`src/rtl/rs_pkg.sv`:
```
// Shared Reed-Solomon decoder types: field width, default generator polynomial
// and the omega-evaluator state encoding.
package rs_pkg;

  localparam int GF_W = 8;
  localparam logic [GF_W:0] PRIM_POLY_DEF = 9'h11D;

  typedef enum logic [1:0] {
    IDLE  = 2'd0,
    READ  = 2'd1,
    DRAIN = 2'd2,
    DONE  = 2'd3
  } eval_state_e;

endpackage

```
`src/rtl/gf_mult8.sv`:
```
// Combinational GF(2^8) multiplier: shift-and-add product reduced mod PRIM_POLY.
// No state; result settles in the same cycle as the operands.
module gf_mult8 #(
  parameter logic [8:0] PRIM_POLY = 9'h11D
) (
  input  logic [7:0] a_i,
  input  logic [7:0] b_i,
  output logic [7:0] p_o
);

  localparam logic [7:0] RED = PRIM_POLY[7:0];

  logic [7:0] prod;
  logic [7:0] sh;

  // sh walks through a*x^i, folding the x^8 term back in with the low poly bits
  always_comb begin
    prod = '0;
    sh   = a_i;
    for (int i = 0; i < 8; i++) begin
      if (b_i[i]) prod = prod ^ sh;
      sh = sh[7] ? ({sh[6:0], 1'b0} ^ RED) : {sh[6:0], 1'b0};
    end
  end

  assign p_o = prod;

endmodule

```
`src/rtl/omega_evaluator.sv`:
```
// Horner evaluation of omega(x) from omega_buffer_1, highest coefficient first; done at D+3.
// Optional result_zero output under `OMEGA_EVAL_ZERO_FLAG_EN; start while busy is dropped.
module omega_evaluator
  import rs_pkg::*;
#(
  parameter logic [8:0] PRIM_POLY = PRIM_POLY_DEF,
  parameter int         DEG_W     = 4
) (
  input  logic             clock,
  input  logic             reset,
  input  logic             start,
  input  logic [7:0]       base_addr,
  input  logic [DEG_W-1:0] degree,
  input  logic [7:0]       eval_point,
  output logic [7:0]       rdaddress,
  output logic             rden,
  input  logic [7:0]       q,
  output logic             busy,
  output logic             done,
  output logic [7:0]       result
`ifdef OMEGA_EVAL_ZERO_FLAG_EN
  ,
  output logic             result_zero
`endif
);

  eval_state_e      state_q;
  logic [7:0]       base_q;
  logic [7:0]       x_q;
  logic [DEG_W-1:0] k_q;
  logic [7:0]       acc_q;
  logic [7:0]       acc_d;
  logic             q_vld_q;
  logic             rden_q;
  logic [7:0]       rdaddress_q;
  logic             busy_q;
  logic             done_q;
  logic [7:0]       result_q;
  logic [7:0]       mul_p;

  gf_mult8 #(.PRIM_POLY(PRIM_POLY)) u_mul (
    .a_i (acc_q),
    .b_i (x_q),
    .p_o (mul_p)
  );

  // q is only meaningful the cycle after a read was issued
  always_comb begin
    acc_d = acc_q;
    if (q_vld_q) acc_d = mul_p ^ q;
  end

  always_ff @(posedge clock) begin
    if (reset) begin
      state_q     <= IDLE;
      base_q      <= '0;
      x_q         <= '0;
      k_q         <= '0;
      acc_q       <= '0;
      q_vld_q     <= 1'b0;
      rden_q      <= 1'b0;
      rdaddress_q <= '0;
      busy_q      <= 1'b0;
      done_q      <= 1'b0;
      result_q    <= '0;
    end else begin
      q_vld_q <= rden_q;
      acc_q   <= acc_d;
      case (state_q)
        IDLE: begin
          if (start) begin
            base_q      <= base_addr;
            x_q         <= eval_point;
            k_q         <= degree;
            acc_q       <= '0;
            rden_q      <= 1'b1;
            rdaddress_q <= base_addr + 8'(degree);
            busy_q      <= 1'b1;
            state_q     <= READ;
          end
        end
        READ: begin
          // k_q is the coefficient index currently on rdaddress
          if (k_q == '0) begin
            rden_q  <= 1'b0;
            state_q <= DRAIN;
          end else begin
            k_q         <= k_q - DEG_W'(1);
            rdaddress_q <= base_q + 8'(k_q) - 8'd1;
          end
        end
        DRAIN: begin
          result_q <= acc_d;
          done_q   <= 1'b1;
          busy_q   <= 1'b0;
          state_q  <= DONE;
        end
        DONE: begin
          done_q  <= 1'b0;
          state_q <= IDLE;
        end
        default: state_q <= IDLE;
      endcase
    end
  end

`ifdef OMEGA_EVAL_ZERO_FLAG_EN
  logic result_zero_q;

  always_ff @(posedge clock) begin
    if (reset) begin
      result_zero_q <= 1'b0;
    end else if (state_q == DRAIN) begin
      result_zero_q <= (acc_d == 8'h00);
    end
  end

  assign result_zero = result_zero_q;
`endif

  assign rden      = rden_q;
  assign rdaddress = rdaddress_q;
  assign busy      = busy_q;
  assign done      = done_q;
  assign result    = result_q;

endmodule

```
`config.mk`:
```
export PLATFORM = sky130hd
export DESIGN_NAME = omega_evaluator
export DESIGN_NICKNAME = d
export VERILOG_FILES = /design/src/rtl/rs_pkg.sv /design/src/rtl/gf_mult8.sv /design/src/rtl/omega_evaluator.sv
export SDC_FILE = /design/constraint.sdc
export NUM_CORES = 1
export LEC_CHECK = 0
export CORE_ASPECT_RATIO = 1.75
export CORE_UTILIZATION = 56
export DETAILED_ROUTE_END_ITERATION = 10
export GPL_TIMING_DRIVEN = 0
export PLACE_DENSITY = 0.85
export SETUP_SLACK_MARGIN = 0.05
export SKIP_LAST_GASP = 1
export SYNTH_ARGS = -nofsm -noshare
export SYNTH_HDL_FRONTEND = slang
export SYNTH_SLANG_ARGS = --single-unit
```
`constraint.sdc`:
```
create_clock -name clock -period 2.6 [get_ports clock]
set_clock_uncertainty 0.2 [all_clocks]
set_input_delay 0.26 -clock clock [delete_from_list [all_inputs] [get_ports clock]]
set_output_delay 0.26 -clock clock [all_outputs]
set_load 0.02 [all_outputs]
```
# [Yosys cells after proc, flatten, opt, wreduce, memory -nomap -nowiden]
# Cells that the tools add are included.
[totals] elab_cells=78 romBits=0 latch_bits=0 inputBits=31 memories=0 output_inout_bits=19 mem_bits_rw=0 reg_bits=50
[op_classes] mul=0 eq_ne=6 magnitude_cmp=0 reduce_logical=10 div_mod_pow=0 n_bitwise=15 n_shift=0 muxes=32 add_sub_neg=4
[ops] cell="$mux W8" n=13
[ops] cell="$xor A8 B8 Y8" n=8
[ops] cell="$mux W5" n=7
[ops] cell="$not A4 Y4" n=7
[ops] cell="$add A8 B4 Y8" n=2
[ops] cell="$pmux W8 S2" n=1
[ops] cell="$mux W4" n=2
[ops] cell="$pmux W2 S4" n=1
[ops] cell="$pmux W4 S2" n=1
[ops] cell="$sub A8 B1 Y8 const B" n=1
[ops] cell="$ne A2 B2 Y1 const B" n=3
[ops] cell="$pmux W1 S2" n=3
[ops] cell="$reduce_and A2 Y1" n=3
[ops] cell="$reduce_and A3 Y1" n=2
[ops] cell="$reduce_bool A2 Y1" n=3
[ops] cell="$eq A2 B2 Y1 const B" n=2
[ops] cell="$logic_not A4 Y1" n=1
[ops] cell="$mux W2" n=2
[ops] cell="$sub A4 B1 Y4 const B" n=1
[ops] cell="$eq A2 B1 Y1 const B" n=1
[ops] cell="$logic_not A2 Y1" n=1
[ops] cell="$mux W1" n=2

# [Logic depth before layout (Yosys ltp)]
[depth] ltp_word=20 depth_mapped=13 depth_no_buf=13

# [Hierarchy]
# Synthesis repeated with hierarchy kept, for this count alone.
[unflattened] cells_unflattened=492 area_unflattened_um2=3853.7
[modules_own_cells] module="omega_evaluator" area_per_inst_um2=2678.8 n_inst=1 cells_each=327 seq_area_each_um2=1001.0
[modules_own_cells] module="gf_mult8" area_per_inst_um2=1174.9 n_inst=1 cells_each=165 seq_area_each_um2=0.0

# [Least setup slack after synthesis]
# Ideal clock, no wire load.
[synth_timing] kind="reg-to-reg" start="reg k_q[2]" end="reg rdaddress_q[6] (netlist: rdaddress[6])" t_arrival_ns=1.985 period_less_slack_ns=2.318 setup_ns=0.133 slack_ns=0.282 required_time_ns=2.267 path_buffers=0 stages_incl_launch_ff=12 path_cell_list="dfxtp_1 -> inv_1 -> ha_1 -> inv_1 -> ha_1 -> a21o_1 -> a21oi_1 -> o21ai_0 -> a21oi_1 -> xnor2_1 -> a211oi_1 -> nor3_1"
[synth_via] elab_chain_cells=4 elab_cells_between_ends=7 classes_between="add/sub: 2; eq/ne: 1; mux: 2; reduce/logical: 2"
[synth_lines] element="start, declared" line="omega_evaluator.sv:30" text="logic [DEG_W-1:0] k_q;"
[synth_lines] element="start signal, assigned" line="omega_evaluator.sv:74" text="k_q <= degree;"
[synth_lines] element="start signal, assigned" line="omega_evaluator.sv:88" text="k_q <= k_q - DEG_W'(1);"
[synth_lines] element="$add A8 B4 Y8" line="omega_evaluator.sv:89" text="rdaddress_q <= base_q + 8'(k_q) - 8'd1;"
[synth_lines] element="$sub A8 B1 Y8" line="omega_evaluator.sv:89"
[synth_lines] element="$mux W8" line="omega_evaluator.sv:84" text="if (k_q == '0) begin"
[synth_lines] element="$pmux W8 S2" line="omega_evaluator.sv:69" text="case (state_q)"
[synth_lines] element="end signal, assigned" line="omega_evaluator.sv:77" text="rdaddress_q <= base_addr + 8'(degree);"
[synth_lines] element="end signal, assigned" line="omega_evaluator.sv:89"
[synth_lines] element="end, declared" line="omega_evaluator.sv:35" text="logic [7:0] rdaddress_q;"
# Several ways; a longest one is shown, not always the timed one. The select of a mux whose other input is x is not followed.
# A chain may end at the register's enable or synchronous reset.

# [Worst setup path in the final report]
[layout_timing] start="reg acc_q[7]" end="reg result_q[6] (netlist: result[6])"
[layout_via] elab_chain_cells=13 elab_cells_between_ends=21 classes_between="mux: 11; bitwise: 10"
[layout_lines] element="start, declared" line="omega_evaluator.sv:31" text="logic [7:0] acc_q;"
[layout_lines] element="start signal, assigned" line="omega_evaluator.sv:59" text="acc_q <= '0;"
[layout_lines] element="start signal, assigned" line="omega_evaluator.sv:68" text="acc_q <= acc_d;"
[layout_lines] element="start signal, assigned" line="omega_evaluator.sv:75" text="acc_q <= '0;"
[layout_lines] element="$mux W5 *" line="gf_mult8.sv:22" text="sh = sh[7] ? ({sh[6:0], 1'b0} ^ RED) : {sh[6:0], 1'b0};"
[layout_lines] element="$xor A8 B8 Y8 / $not A4 Y4 (equally long branches)"
[layout_lines] element="$mux W8 / $mux W5 (equally long branches)" line="gf_mult8.sv:21, gf_mult8.sv:22"
[layout_lines] element="$xor A8 B8 Y8 / $not A4 Y4 (equally long branches)"
[layout_lines] element="$mux W8 / $mux W5 (equally long branches)" line="gf_mult8.sv:21, gf_mult8.sv:22"
[layout_lines] element="$xor A8 B8 Y8" line="gf_mult8.sv:21" text="if (b_i[i]) prod = prod ^ sh;"
[layout_lines] element="$mux W8" line="gf_mult8.sv:21"
[layout_lines] element="$xor A8 B8 Y8" line="gf_mult8.sv:21"
[layout_lines] element="$mux W8" line="gf_mult8.sv:21"
[layout_lines] element="$xor A8 B8 Y8" line="gf_mult8.sv:21"
[layout_lines] element="$mux W8 *" line="gf_mult8.sv:21"
[layout_lines] element="$xor A8 B8 Y8 *" line="omega_evaluator.sv:50" text="if (q_vld_q) acc_d = mul_p ^ q;"
[layout_lines] element="$mux W8 *" line="omega_evaluator.sv:50"
[layout_lines] element="end signal, assigned" line="omega_evaluator.sv:65" text="result_q <= '0;"
[layout_lines] element="end signal, assigned" line="omega_evaluator.sv:93" text="result_q <= acc_d;"
[layout_lines] element="end, declared" line="omega_evaluator.sv:38" text="logic [7:0] result_q;"
# Mark *: on every way between the ends. The rest lies on a longest branch, timed or not.

==> flow_metrics.tcl <==
set metrics [dict create \
    cts_num_sinks 50 \
    area_delta_synth_final_pct 26.32 \
    cp.arrival_ns 2.54 \
    period_share 0.9756 \
    cts_buffer_depth 2 \
    rsz0062_at_grt "yes" \
    multi_input_area_mm2 0.002745 \
    power_switching_share 0.4336 \
    cts_buffers 5 \
    wl_met3_um 392 \
    cp.required_ns 2.61 \
    clock-root-buffer "clkbuf_16" \
    cp.buffers_inverters 1 \
    nFillCells 505 \
    fin_setup_tns_ns 0 \
    worst_slew_pin_slew_ns 0.6620 \
    status "completed" \
    wl_per_cell_um 17.47 \
    pin_count 50 \
    clkTransAtPathRegs_ns 0.07 \
    critical-path-top-delay-family "XOR/XNOR gates" \
    top_layer_used "met4" \
    grt_pass1_wl_um 16790 \
    netlist_top_cells_area "dfxtp_1 26%, xnor2_1 10%, nand2_1 9.1%" \
    grt_overflow 0 \
    seqCellArea_mm2 0.001007 \
    start_util 0.5838 \
    end_kind "register" \
    fmax_mhz 394.2 \
    hold_ws_ns 0.1553 \
    cp_max_fo 5 \
    synth_seq_cells 50 \
    drv_cap 0 \
    critPathLaunchType "register" \
    path_cells "clkbuf_4 > xor2_4 > xor2_2 > nand2_1 > xnor3_1 > xnor2_1 > mux2_2 > a211oi_2" \
    hold_depth 2 \
    p_switching_mw 2.060 \
    wl_met1_um 3784 \
    gp_congestion 0.9219 \
    slew_headroom 0.5586 \
    power_density_mw_per_mm2 985.2 \
    seq_area_frac_synth 0.2622 \
    synth_top_area_share 0.2622 \
    path_class "register to register" \
    vias_per_cell 5.594 \
    dr.pass1.iters 5 \
    die_w_um 64.41 \
    rows 39 \
    finalSetupViolations 0 \
    drc 0 \
    pwr-share-comb 0.600 \
    p_clk_frac 0.158 \
    diodes 0 \
    p_leak_nw 1.946 \
    power.internal_mw 2.691 \
    final_cell_mix "93 x nand2_1, 48 x clkdlybuf4s50_1, 45 x dfxtp_1" \
    ir_drop_mv 0.8582 \
    final_common_cell "nand2_1" \
    cts_tree "yes" \
    power_frac_seq 0.243 \
    ys_types 39 \
    die_area_mm2 0.007164 \
    wl_met2_um 6054 \
    h-tree-depth 2 \
    grt_max_degree 16 \
    cts_hold_buf 0 \
    antenna_found_initial 0 \
    die_h_um 111.2 \
    maxSlewViolCount 0 \
    portBuffers 48 \
    via_count 3468 \
    r2r.worst_path.cells 8 \
    ant_nets 0 \
    crit_path_max_incr_delay_ns 0.36 \
    drive_above_1_share 0.1301 \
    drt_wl_total_um 10830 \
    grt_pass1_vias 3592 \
    drt-initial-drc-count 205 \
    clock_latency_ns 0.29 \
    syn_inst 480 \
    postLayoutCoreUtil 0.7375 \
    dp_hpwl_um 7911 \
    fin_nets 589 \
    hold_path_class "input pin to register" \
    path_depth 8 \
    synth_area_leader_cell "dfxtp_1" \
    period_needed_ns 2.537 \
    core_mm2 0.006539 \
    pre_cts_ws_ns -0.1469 \
    finalHoldViolCount 0 \
    syn_nets 532 \
    synthesis.area_mm2 0.003817 \
    yosys_warnings 0 \
    syn_avg_cell_area_um2 7.953 \
    grt_usage 0.3068 \
    cp_slowest_cell "xnor3_1" \
    fin_ws_ns 0.06344 \
]
power by group through the flow:
stage	registers, mW	clock network (mW)	logic, mW
final	1.15	0.749	2.85
after global routing	1.17	0.780	3.09
after CTS	1.13	0.752	2.47
after detailed placement	1.14	0	2.41
after global placement	1.13	0	2.36
after floorplan	1.23	0	1.59
final timing paths:
path,slack (ns),startpoint,endpoint
max reg2reg,0.06,acc_q[7],result[6]
min reg2reg,0.26,rdaddress[7],rdaddress[7]
max,0.06,acc_q[7],result[6]
min,0.16,reset,q_vld_q
sequential cells by signal (all words and copies together) (netlist names):
signal	count
acc_q	8
x_q	8
k_q	4
busy	1
rdaddress	8
rden	1
q_vld_q	1
base_q	8
result	8
state_q	2
done	1
per-layer routing:
metal  vias to the layer above  global-route usage
met3                        50             0.03807
li1                       1666                   -
met4                         0              0.2163
met1                      1622              0.2939
met5                         -                   0
met2                       130              0.5747
through the flow:
stage                     cell area, um2  instances  power (mW)
after CTS                           4597        617       4.357
after global placement              4400        610       3.489
after floorplan                     3817        480       2.820
final                               4822        620       4.751
after detailed placement            4400        610       3.555
after global routing                4822        620       5.040
synth_stat cells (all sizes together):
| cell type | count |
|---|---|
| nand2 | 93 |
| dfxtp | 50 |
| xnor2 | 45 |
| nor2 | 44 |
| a21oi | 34 |
| inv | 34 |
| xor2 | 26 |
| ha | 19 |
| clkbuf | 18 |
| buf | 15 |
| o21ai | 15 |
| a211oi | 13 |
| mux2i | 12 |
| xnor3 | 12 |
| mux2 | 7 |
| a22oi | 6 |
| nand2b | 6 |
| nor2b | 5 |
| nor3 | 5 |
| and2 | 3 |
| a21o | 2 |
| a311oi | 2 |
| and3 | 2 |
| fa | 2 |
| a221oi | 1 |
| nand3b | 1 |
| nand4 | 1 |
| nand4b | 1 |
| nor3b | 1 |
| nor4 | 1 |
| o211ai | 1 |
| o21a | 1 |
| o31ai | 1 |
| xor3 | 1 |
final cells by class:
cell class	count	area share
Inverter	34	0.02699
Clock inverter	2	0.007784
Multi-Input combinational cell	363	0.5693
Buffer	30	0.03166
Sequential cell	50	0.2089
Tap cell	82	0.02128
Timing Repair Buffer	53	0.1074
Clock buffer	6	0.02673
kinds of logic (layout without fill, tap and decap cells):
group,Yosys count,after routing,share of synthesized area
buf+inv,67,125,0.07047
simple gates,163,163,0.1770
compound gates,76,76,0.1196
xor+xnor,84,84,0.2458
fa+ha+maj,21,21,0.07276
flops,50,50,0.2622
mux,19,19,0.05212
worst register-to-register path, stage by stage, from the launching register on:
cell and delay (ns):
dfxtp_1 0.31, clkbuf_4 0.24, xor2_4 0.23, xor2_2 0.29, nand2_1 0.14, xnor3_1 0.36, xnor2_1 0.14, mux2_2 0.29
a211oi_2 0.25
timing repair:
item	in CTS	in global routing
gates resized for setup	8	47
buffers inserted	0	5
pin swaps	1	10
setup endpoints to repair	13	24
(Power assumes the default switching activity.)
